===== src/rtl/mic1_datapath_if.sv =====
`default_nettype none
// +------------------------------------------------------------------+
// | mic1_datapath_if : control/data bus bundle for the MIC-1 datapath  |
// | Revision 1.0                                                       |
// +------------------------------------------------------------------+
interface mic1_datapath_if;
  logic [31:0] ROM_data;
  logic [31:0] RAM_data;
  logic [31:0] C;
  logic [15:0] MIR;
  logic [31:0] A;
  logic [31:0] B;
  logic [31:0] MAR;
  logic [31:0] MDR;
  logic [31:0] PC;
  logic [31:0] MBR;

  // master drives control and memory data; slave is the datapath itself
  modport master (
    output ROM_data, RAM_data, C, MIR,
    input  A, B, MAR, MDR, PC, MBR
  );

  modport slave (
    input  ROM_data, RAM_data, C, MIR,
    output A, B, MAR, MDR, PC, MBR
  );
endinterface
`default_nettype wire


===== src/rtl/mic1_datapath.sv =====
`default_nettype none
// +------------------------------------------------------------------+
// | mic1_datapath : MIC-1 register file with B-bus mux and C-bus load  |
// | Revision 1.0                                                       |
// +------------------------------------------------------------------+
module mic1_datapath (
  input  wire               clock,
  input  wire               reset,
  mic1_datapath_if.slave    bus
);

  localparam logic [3:0] c_sel_mdr  = 4'd0;
  localparam logic [3:0] c_sel_pc   = 4'd1;
  localparam logic [3:0] c_sel_mbrs = 4'd2;
  localparam logic [3:0] c_sel_mbru = 4'd3;
  localparam logic [3:0] c_sel_sp   = 4'd4;
  localparam logic [3:0] c_sel_lv   = 4'd5;
  localparam logic [3:0] c_sel_cpp  = 4'd6;
  localparam logic [3:0] c_sel_tos  = 4'd7;
  localparam logic [3:0] c_sel_opc  = 4'd8;

  logic [31:0] r_h, r_opc, r_tos, r_cpp, r_lv, r_sp, r_pc, r_mdr, r_mar;
  logic [7:0]  r_mbr;
  logic [31:0] w_b;
  logic        w_unused;

  // reserved MIR bit and upper ROM bytes are deliberately ignored
  assign w_unused = ^{bus.MIR[0], bus.ROM_data[31:8]};

  always_ff @(posedge clock or posedge reset) begin
    if (reset) begin
      r_h   <= '0;
      r_opc <= '0;
      r_tos <= '0;
      r_cpp <= '0;
      r_lv  <= '0;
      r_sp  <= '0;
      r_pc  <= '0;
      r_mdr <= '0;
      r_mar <= '0;
      r_mbr <= '0;
    end else begin
      if (bus.MIR[11]) r_h   <= bus.C;
      if (bus.MIR[10]) r_opc <= bus.C;
      if (bus.MIR[9])  r_tos <= bus.C;
      if (bus.MIR[8])  r_cpp <= bus.C;
      if (bus.MIR[7])  r_lv  <= bus.C;
      if (bus.MIR[6])  r_sp  <= bus.C;
      if (bus.MIR[5])  r_pc  <= bus.C;
      if (bus.MIR[3])  r_mar <= bus.C;
      // a memory read takes precedence over a C-bus write to MDR
      if (bus.MIR[2])      r_mdr <= bus.RAM_data;
      else if (bus.MIR[4]) r_mdr <= bus.C;
      if (bus.MIR[1])  r_mbr <= bus.ROM_data[7:0];
    end
  end

  always_comb begin
    w_b = '0;
    case (bus.MIR[15:12])
      c_sel_mdr:  w_b = r_mdr;
      c_sel_pc:   w_b = r_pc;
      c_sel_mbrs: w_b = {{24{r_mbr[7]}}, r_mbr};
      c_sel_mbru: w_b = {24'd0, r_mbr};
      c_sel_sp:   w_b = r_sp;
      c_sel_lv:   w_b = r_lv;
      c_sel_cpp:  w_b = r_cpp;
      c_sel_tos:  w_b = r_tos;
      c_sel_opc:  w_b = r_opc;
      default:    w_b = '0;
    endcase
  end

  assign bus.A   = r_h;
  assign bus.B   = w_b;
  assign bus.MAR = r_mar;
  assign bus.MDR = r_mdr;
  assign bus.PC  = r_pc;
  assign bus.MBR = {24'd0, r_mbr};

endmodule
`default_nettype wire


===== src/flat_wrapper.sv =====
// flat-port wrapper written by rule: the top's interface ports become plain ports
module mic1_datapath_flat 
  (clock, reset, bus_ROM_data, bus_RAM_data, bus_C, bus_MIR, bus_A, bus_B, bus_MAR, bus_MDR, bus_PC, bus_MBR);
  mic1_datapath_if bus_i ();
  input  wire clock;
  input  wire reset;
  input wire logic [$bits(bus_i.ROM_data)-1:0] bus_ROM_data;
  input wire logic [$bits(bus_i.RAM_data)-1:0] bus_RAM_data;
  input wire logic [$bits(bus_i.C)-1:0] bus_C;
  input wire logic [$bits(bus_i.MIR)-1:0] bus_MIR;
  output wire logic [$bits(bus_i.A)-1:0] bus_A;
  output wire logic [$bits(bus_i.B)-1:0] bus_B;
  output wire logic [$bits(bus_i.MAR)-1:0] bus_MAR;
  output wire logic [$bits(bus_i.MDR)-1:0] bus_MDR;
  output wire logic [$bits(bus_i.PC)-1:0] bus_PC;
  output wire logic [$bits(bus_i.MBR)-1:0] bus_MBR;
  assign bus_i.ROM_data = bus_ROM_data;
  assign bus_i.RAM_data = bus_RAM_data;
  assign bus_i.C = bus_C;
  assign bus_i.MIR = bus_MIR;
  assign bus_A = bus_i.A;
  assign bus_B = bus_i.B;
  assign bus_MAR = bus_i.MAR;
  assign bus_MDR = bus_i.MDR;
  assign bus_PC = bus_i.PC;
  assign bus_MBR = bus_i.MBR;
  mic1_datapath u_core (.clock(clock), .reset(reset), .bus(bus_i));
endmodule

===== config.mk =====
export PLATFORM = sky130hd
export DESIGN_NAME = mic1_datapath_flat
export DESIGN_NICKNAME = d
export VERILOG_FILES = /design/src/rtl/mic1_datapath_if.sv /design/src/rtl/mic1_datapath.sv /design/src/flat_wrapper.sv
export SDC_FILE = /design/constraint.sdc
export NUM_CORES = 1
export LEC_CHECK = 0
export CAP_MARGIN = 10
export CORE_MARGIN = 2
export CORE_UTILIZATION = 36
export DETAILED_ROUTE_END_ITERATION = 8
export DONT_BUFFER_PORTS = 1
export RECOVER_POWER = 50
export SYNTH_ARGS = -nofsm -noshare
export SYNTH_HDL_FRONTEND = slang
export SYNTH_SLANG_ARGS = --single-unit

===== constraint.sdc =====
create_clock -name clock -period 10.7 [get_ports clock]
set_input_delay 1.605 -clock clock [delete_from_list [all_inputs] [get_ports clock]]
set_output_delay 1.605 -clock clock [all_outputs]
set_load 0.01 [all_outputs]

==> out/qor.txt, run 1 <==
Leak Pwr = 6.34 nW
DIE AREA = 0.0400 mm²
Filler Cell Count = 3631
RSZ-0062 raised after global routing = no
DIE WIDTH = 200 µm
post-synthesis cell area = 0.0138 mm²
die height = 200 µm
CTS Sinks = 296
Netlist cell types = 46
Slew Limit Fails = 76
Ports = 306
GP Congestion = 0.761
standard-cell rows = 71
post-place setup slack = 5960 ps
Worst Hold Path EP = u_core.r_tos[20]
DRT iter0 DRCs = 389
overall power = 2.70 mW
Seq cells post-synth = 296
first-pass GRT wire length = 57.9 mm
Mapped Cells = 1065
dpl hpwl = 23.7 mm
setup_tns = 0 ps
Hold Violations, Final = 0
clock root buffer = clkbuf_16
final core occ = 40.0%
Max VDD drop = 0.101 mV
R2R Path Start = u_core.r_mbr[7]
reg-to-reg setup timing slack = 9670 ps
Worst setup SP type = input port
drt pass-1 iters = 4
Crit. End Element = async pin
hold path cells = 1
final clock skew = 0 ps
CTS Buf Count = 34
wire per inst = 25.3 µm
Top FF cell, synth = dfrtp_1
Arr. time, crit path = 5380 ps
Worst Path Required = 11240 ps
setup bufs post-CTS = 0
Setup CP Type = in2async
Post-synth EDFFs = 0
vias = 8537
Worst Hold Class = reg2reg
asr flop ratio synth = 100%
Overflow after GRT = 0
Cell Pwr Density = 179 mW/mm²
slew margin rel. = -120%
Finish-stage setup viols = 0
Initial Util = 36.6%
min cycle time layout = 4840 ps
max cap viols = 1
post-cts resize count = 0
synthesized area per cell = 13.0 µm²
nets@finish = 1137
vias in the first global route = 8939
layout cell share with drive strength beyond 1 = 34.0%
Total Wirelength = 39.3 mm
final antenna-violating net count = 0
period utilization = 45.2%
Hold Crit Start = u_core.r_tos[20]
n_diodes = 0
CTS tree = done
outcome = finished with violations
worst-margin pin slew = 3280 ps
Placed Instances = 1498
vias per cell = 5.49
# hold bufs at CTS = 0
Ys Warns = 0
Setup WS post-layout = 5860 ps
cells on worst reg2reg path = 1
clk slew on worst S/H paths = 60 ps
CTS max path bufs = 3
htree depth = 2
largest net degree at the start of global routing = 101
area delta synth->final = 9.07%
RR Endpoint = u_core.r_mbr[7]
CP max FO = 76
failing checks = capacitance limit, slew limit
Fmax achieved = 207 MHz
initial antenna violation count = 1
drt drc = 0
Core Footprint = 0.0378 mm²
register area share after synthesis = 53.5%
Worst-Skew Late Latency = 530 ps
GRT Overall Usage = 19.7%
non-filler cells, final = 1554
I/O Buffers = 0
## layout by cell type, fill, tap and decap left out, types with 10 or more instances in the layout
cell type / Yosys / final
o2111ai_1: 14 / 14
mux2i_1: 45 / 45
dfrtp_1: 296 / 296
nand2_1: 57 / 57
mux2_2: 291 / 291
nor3b_1: 15 / 14
a22oi_1: 19 / 19
and3b_1: 27 / 27
conb_1: 1 / 24
a32oi_1: 10 / 10
clkbuf_16: 0 / 35
mux2_1: 16 / 16
a21oi_1: 10 / 10
o21ai_0: 67 / 67
and3_1: 26 / 26
## synth_stat cells (2+ instances only)
master | n | share of area (%)
dfrtp_1 | 296 | 54
mux2_2 | 291 | 24
o21ai_0 | 67 | 2.4
nand2_1 | 57 | 1.5
mux2i_1 | 45 | 3.3
buf_2 | 42 | 1.5
clkbuf_1 | 32 | 0.87
buf_4 | 28 | 1.5
and3b_1 | 27 | 1.7
and3_1 | 26 | 1.2
a22oi_1 | 19 | 1.0
mux2_1 | 16 | 1.3
nor3b_1 | 15 | 0.81
o2111ai_1 | 14 | 0.89
a21oi_1 | 10 | 0.36
a32oi_1 | 10 | 0.63
nand4_1 | 7 | 0.32
nor2b_1 | 7 | 0.32
buf_6 | 6 | 0.49
o221ai_1 | 6 | 0.38
o211ai_1 | 5 | 0.27
and2_1 | 4 | 0.18
a31oi_1 | 3 | 0.14
inv_1 | 3 | 0.081
nor2_1 | 3 | 0.081
o21ai_1 | 3 | 0.11
a2bb2oi_1 | 2 | 0.13
nand3_1 | 2 | 0.072
or3_1 | 2 | 0.090
## flip-flops by register name (all words and copies together), names as in the netlist
signal and count:
u_core.bus.PC 32, u_core.r_cpp 32, u_core.r_lv 32, u_core.bus.MAR 32
u_core.bus.A 32, u_core.bus.MDR 32, u_core.r_mbr 8, u_core.r_tos 32
u_core.r_sp 32, u_core.r_opc 32
## worst max path at each step
stage	from	to	slack [ps]	depth (start not counted)
floorplan	reset	u_core.bus.A[0]	920	1
global placement	bus_MIR[12]	bus_B[24]	5960	3
detailed placement	bus_MIR[12]	bus_B[24]	5960	3
CTS	bus_MIR[12]	bus_B[24]	5960	3
global route	reset	u_core.r_lv[11]	5100	3
finish	reset	u_core.r_opc[11]	5860	3
## routing by layer
layer / GRT usage [%] / wire (µm)
met5: 0 / 0
met4: 5.02 / 797
met3: 5.49 / 3160
met2: 31.7 / 18200
met1: 26.2 / 17200
## critical path: stages
cell	delay, ps
clkinvlp_2	1810
buf_4	1030
buf_4	810
## cells by family (layout without fill, tap and decap cells)
kind of cell	count (synthesis)	after routing	synth area share, %
simple gates	163	163	7.24
compound gates	140	140	6.41
flops	296	296	53.5
buf+inv	113	68	4.54
mux	352	352	28.2
other cells	1	24	0.0271
## through the flow
| step | instance area [µm²] | hold WS [ps] |
|---|---|---|
| after floorplan | 13900 | 450 |
| after global placement | 14000 | 460 |
| after detailed placement | 14000 | 472 |
| after CTS | 15100 | 484 |
| after global routing | 15100 | 509 |
| final | 15100 | 483 |
## power by group
part / total (mW) / internal (mW) / switching, mW
clock network: 1.12 / 0.663 / 0.459
logic: 0.249 / 0.144 / 0.105
registers: 1.33 / 1.23 / 0.101
total: 2.70 / 2.04 / 0.664
## area by class of cell
cell class | count | area (µm²) | area share [%]
sequential | 296 | 7410 | 49.1
multi-input combinational | 679 | 5910 | 39.2
clock buffer | 50 | 992 | 6.58
tap | 511 | 639 | 4.24
timing repair buffer | 9 | 67.6 | 0.448
clock inverter | 6 | 58.8 | 0.390
inverter | 3 | 12.5 | 0.0829
No activity file was read; power rests on OpenSTA's default activity.
==> run 2, diff against run 1 <==
clock period = 4 ns   (was 10.7 ns; I/O delays follow)
==> run 2 against run 1 <==
Against the previous run:
- the flow now finishes without violations
- total power grew to 2.8 times the previous value
- critical path type is now reg2out
- clock-buffer cell count grew 2
- first-iteration DRC count grew 1.5%
- core utilization grew 0.50 points
- final cell count grew 0.45%
- global-route usage shrank 0.52 points
- critical endpoint is now bus_B[12]
==> out/qor.txt, run 2 (synthesized netlist as in run 1, its figures left out) <==
outcome = finished, final reports clean
period utilization = 75.9%
commonest non-fill, non-tap cells in the layout = 296 x dfrtp_1, 291 x mux2_2, 67 x o21ai_0
standard-cell rows = 71 (unchanged)
Worst-Skew Late Latency = 530 ps (about the same)
max incr delay on CP = 780 ps (-1030 ps)
sequential fraction of design power = 46.8% (-2.5 points)
n_diodes = 0 (unchanged)
post-cts resize count = 0 (unchanged)
Finish-stage setup viols = 0 (unchanged)
Worst Path Required = 3400 ps (-7840 ps)
Overflow after GRT = 0 (unchanged)
CTS Sinks = 296 (unchanged)
Reg area = 0.00741 mm² (unchanged)
I/O Buffers = 0 (unchanged)
Critical path buffers and inverters = 2 (-1)
overall power = 7.61 mW (+180%)
drt drc = 0 (unchanged)
Switching Power = 1.82 mW (+170%)
Max VDD drop = 0.361 mV (+260%)
drt pass-1 iters = 7 (+3)
clock root buffer = clkbuf_16
area of the multi-input gates = 0.00590 mm² (-0.15%)
Setup CP Type = reg2out
Filler Cell Count = 3535 (-2.6%)
wire per inst = 24.6 µm (-2.8%)
CTS max path bufs = 3 (unchanged)
CTS Buf Count = 36 (+5.9%)
commonest non-fill, non-tap cell in the layout = dfrtp_1
setup bufs post-CTS = 0 (unchanged)
htree depth = 2 (unchanged)
family with the most delay on the worst path = simple AND/OR/NAND/NOR gates
CP max FO = 15 (-80%)
Total Wirelength = 38.4 mm (-2.3%)
final core occ = 40.5% (+0.50 points)
initial antenna violation count = 1 (unchanged)
largest net degree at the start of global routing = 130 (+29%)
min cycle time layout = 3040 ps
RSZ-0062 raised after global routing = no
Arr. time, crit path = 2440 ps (-2940 ps)
CP cell instances = buf_4, nor3b_4, buf_4, o21ai_0, nand4_1
die height = 200 µm (unchanged)
slew margin rel. = 23.1% (+140 points)
clk slew on worst S/H paths = 50 ps (about the same)
Initial Util = 36.6% (unchanged)
CTS tree = done
area delta synth->final = 10.4%
vias = 8435 (-1.2%)
dpl hpwl = 23.6 mm (-0.45%)
Core Footprint = 0.0378 mm² (unchanged)
Slew Limit Fails = 0 (-100%)
Ports = 306 (unchanged)
GP Congestion = 0.731 (-3.9%)
DIE AREA = 0.0400 mm² (unchanged)
CP dominant cell by count = buf_4
clock network fraction of design power = 44.4% (+2.9 points)
DIE WIDTH = 200 µm (unchanged)
Hold Violations, Final = 0 (unchanged)
Fmax achieved = 329 MHz
Cell Pwr Density = 498 mW/mm² (+180%)
GRT Overall Usage = 19.2% (-0.52 points)
part of the power in combinational logic = 8.9% (-0.3 points)
Int Power = 5.79 mW (+180%)
Worst setup SP type = register
Leak Pwr = 6.42 nW (+1.2%)
vias per cell = 5.40 (-1.6%)
first-pass GRT wire length = 57.0 mm (-1.5%)
Sw Share = 23.9% (-0.67 points)
Crit. End Element = primary output
nets@finish = 1142 (+0.44%)
worst-margin pin slew = 1150 ps (-2140 ps)
Worst Hold Class = in2reg
final clock skew = 0 ps (unchanged)
final antenna-violating net count = 0 (unchanged)
vias in the first global route = 8748 (-2.1%)
layout cell share with drive strength beyond 1 = 34.2% (+0.15 points)
CP max-delay cell = nor3b_4
DRT iter0 DRCs = 395 (+1.5%)
max cap viols = 0 (-1)
[run 2: cell type report]
type | instances | share of cell area (%)
Multi-Input combinational cell | 679 | 38.6
Sequential cell | 296 | 48.5
Timing Repair Buffer | 12 | 0.745
Inverter | 3 | 0.0819
Tap cell | 511 | 4.19
Clock buffer | 52 | 6.76
Clock inverter | 8 | 1.11
[run 2: final timing paths]
| check | slack [ps] | startpoint | end | depth (start not counted) |
|---|---|---|---|---|
| setup / recovery | 960 | u_core.r_mbr[7] | bus_B[12] | 5 |
| hold / removal | 180 | bus_MIR[2] | u_core.bus.MDR[19] | 1 |
| setup reg to reg | 3070 | u_core.r_mbr[7] | u_core.r_mbr[7] | 2 |
| hold reg to reg | 480 | u_core.r_tos[16] | u_core.r_tos[16] | 1 |
| max in group asynchronous | 1760 | reset | u_core.r_mbr[6] | 3 |
| min in group asynchronous | 750 | reset | u_core.bus.MAR[5] | 2 |
[run 2: worst reg2reg max path, delay by kind of cell, from the launching register on]
family | cells | cell delay, ps
DFF | 1 | 350
muxes | 1 | 270
buffers and inverters | 1 | 190
[run 2: through the flow]
stage / area (µm²) / worst slack [ps] / instances / TNS (ps) / hold slack [ps]
finish: 15300 / 964 / 1561 / 0 / 175
detailed placement: 14100 / 1250 / 1500 / 0 / 469
floorplan: 13900 / -531 / 1088 / -157210 / 450
global placement: 14100 / 1300 / 1500 / 0 / 461
CTS: 15300 / 916 / 1561 / 0 / 141
global route: 15300 / 732 / 1561 / 0 / 140
[run 2: power groups by stage]
| stage | registers (mW) | clock network [mW] | logic [mW] |
|---|---|---|---|
| 5_1_grt | 3.60 | 3.60 | 0.746 |
| 3_3_place_gp | 3.60 | 0 | 0.670 |
| 2_1_floorplan | 3.54 | 0 | 0.682 |
| 6_report | 3.56 | 3.37 | 0.675 |
| 4_1_cts | 3.56 | 3.47 | 0.689 |
| 3_5_place_dp | 3.62 | 0 | 0.686 |
[run 2: metal layers]
metal  wire (µm)  track usage, %  vias to the layer above
met3        2990            6.33                       47
met1       17000            25.2                     4385
met2       17800            30.6                      265
met5          13               0                        -
li1            -               -                     3736
met4         628            4.50                        2
[run 2: repair_timing]
item / in CTS / in global routing
hold endpoints to repair: 21 / 0
hold buffers: 1 / 0
endpoints found under the setup margin: 0 / 0
==> run 3, diff against run 2 <==
clock period = 3.1 ns   (was 4 ns; I/O delays follow)
==> run 3 against run 2 <==
Against the previous run:
- non-clock buffer count is 12 higher
- flip-flop and latch count is the same
- sequential share of layout area down 0.24 points
- critical endpoint unchanged
==> out/qor.txt, run 3 (synthesized netlist as in run 1, its figures left out) <==
dpl hpwl = 24.0 mm (+1.5%)
max cap viols = 0 (unchanged)
area delta synth->final = 11.0%
Worst setup startpoint = u_core.r_mbr[7]
Int Power = 7.30 mW (+26%)
Worst setup SP type = register
Worst-Skew Late Latency = 520 ps (about the same)
wire per inst = 24.5 µm (-0.34%)
final hold slack = 51.2 ps (-124 ps)
R2R Path Start = u_core.r_mbr[7]
part of the power in combinational logic = 9.1% (+0.2 points)
outcome = finished, final reports clean
end of the critical path = bus_B[12]
Worst Hold Class = in2reg
CTS Sinks = 296 (unchanged)
post-place setup slack = 816 ps (-434 ps)
n_diodes = 0 (unchanged)
worst-margin pin slew = 1320 ps (+176 ps)
commonest non-fill, non-tap cells in the layout = 296 x dfrtp_1, 291 x mux2_2, 67 x o21ai_0
min cycle time layout = 2540 ps
Overflow after GRT = 0 (unchanged)
Switching Power = 2.36 mW (+30%)
GRT Overall Usage = 19.2% (+0.032 points)
CTS max path bufs = 3 (unchanged)
drt pass-1 iters = 4 (-3)
Finish-stage setup viols = 0 (unchanged)
clk slew on worst S/H paths = 60 ps (about the same)
vias = 8569 (+1.6%)
Cell Pwr Density = 630 mW/mm² (+26%)
RR Endpoint = u_core.r_mbr[7]
Slew Limit Fails = 0 (unchanged)
clock network fraction of design power = 43.4% (-1.0 points)
nets@finish = 1153 (+0.96%)
Hold Violations, Final = 0 (unchanged)
final antenna-violating net count = 0 (unchanged)
RSZ-0062 raised after global routing = no
Fmax achieved = 394 MHz
slew margin rel. = 11.7% (-11 points)
first-pass GRT wire length = 56.7 mm (-0.50%)
GP Congestion = 0.765 (+4.7%)
Filler Cell Count = 3537 (+0.057%)
DIE AREA = 0.0400 mm² (unchanged)
vias per cell = 5.44 (+0.69%)
standard-cell rows = 71 (unchanged)
CP max FO = 11 (-4)
Core Footprint = 0.0378 mm² (unchanged)
Setup WS post-layout = 563 ps (-401 ps)
Initial Util = 36.6% (unchanged)
final core occ = 40.7% (+0.20 points)
DRT iter0 DRCs = 367 (-7.1%)
Sw Share = 24.5% (+0.56 points)
Leak Pwr = 6.47 nW (+0.77%)
Max VDD drop = 0.501 mV (+39%)
clock root buffer = clkbuf_16
Crit. End Element = primary output
vias in the first global route = 8744 (-0.046%)
Total Wirelength = 38.6 mm (+0.55%)
Arr. time, crit path = 2070 ps (-370 ps)
Ports = 306 (unchanged)
commonest non-fill, non-tap cell in the layout = dfrtp_1
final clock skew = 0 ps (unchanged)
reg-to-reg setup timing slack = 1920 ps (-1150 ps)
Setup CP Type = reg2out
initial antenna violation count = 2 (+1)
drt drc = 0 (unchanged)
DIE WIDTH = 200 µm (unchanged)
sequential fraction of design power = 47.5% (+0.7 points)
CTS Buf Count = 35 (-2.8%)
overall power = 9.67 mW (+27%)
setup bufs post-CTS = 0 (unchanged)
CTS tree = done
period utilization = 81.8%
largest net degree at the start of global routing = 101 (-22%)
htree depth = 2 (unchanged)
I/O Buffers = 0 (unchanged)
Worst Path Required = 2630 ps (-770 ps)
layout cell share with drive strength beyond 1 = 35.4% (+1.2 points)
cells on worst reg2reg path = 2 (unchanged)
die height = 200 µm (unchanged)
==> run 3: critical path, cell delays in order (launching register included) <==
cell and delay, ps:
dfrtp_1 340, nor3b_4 600, buf_4 290, o21ai_0 120, nand4_1 190
==> run 3: per-layer routing <==
layer  up-vias  GRT usage (%)  part of all wire, %
met5         -              0                0.070
met4         4           5.76                  1.9
met3        56           4.89                  6.6
met2       264           31.1                   47
met1      4477           25.3                   45
li1       3768              -                    -
==> run 3: how the worst min path moves through the flow <==
stage / startpoint / end / slack [ps] / cells after the start
6_report: bus_MIR[2] / u_core.bus.MDR[12] / 50 / 1
5_1_grt: bus_MIR[2] / u_core.bus.MDR[14] / 20 / 1
4_1_cts: bus_MIR[2] / u_core.bus.MDR[12] / 7 / 1
3_5_place_dp: reset / u_core.r_opc[6] / 450 / 1
3_3_place_gp: reset / u_core.r_opc[3] / 450 / 1
2_1_floorplan: u_core.r_tos[10] / u_core.r_tos[10] / 450 / 1
==> run 3: per-stage QoR <==
step	cells	area [µm²]	TNS, ps
3_5_place_dp	1512	14200	0
4_1_cts	1575	15400	0
6_report	1575	15400	0
2_1_floorplan	1088	13900	-383650
3_3_place_gp	1512	14200	0
5_1_grt	1575	15400	0
==> run 3: layout make-up <==
type                            count  area (µm²)  share of cell area [%]
Tap cell                          511         639                    4.16
Inverter                            3        12.5                  0.0815
Timing Repair Buffer               24         210                    1.37
Clock inverter                     12         125                   0.815
Sequential cell                   296        7410                    48.2
Clock buffer                       50        1050                    6.87
Multi-Input combinational cell    679        5900                    38.5
==> run 3: power by group through the flow <==
| stage | Sequential, mW | Combinational [mW] | Clock (mW) |
|---|---|---|---|
| after floorplan | 4.57 | 0.880 | 0 |
| after global placement | 4.65 | 0.881 | 0 |
| after detailed placement | 4.67 | 0.900 | 0 |
| after CTS | 4.60 | 0.905 | 4.32 |
| after global routing | 4.64 | 0.976 | 4.49 |
| final | 4.59 | 0.884 | 4.19 |
==> run 3: what timing repair did <==
action	CTS	global route
endpoints found under the hold margin	21	0
gates resized for setup	0	0
hold buffers	1	0
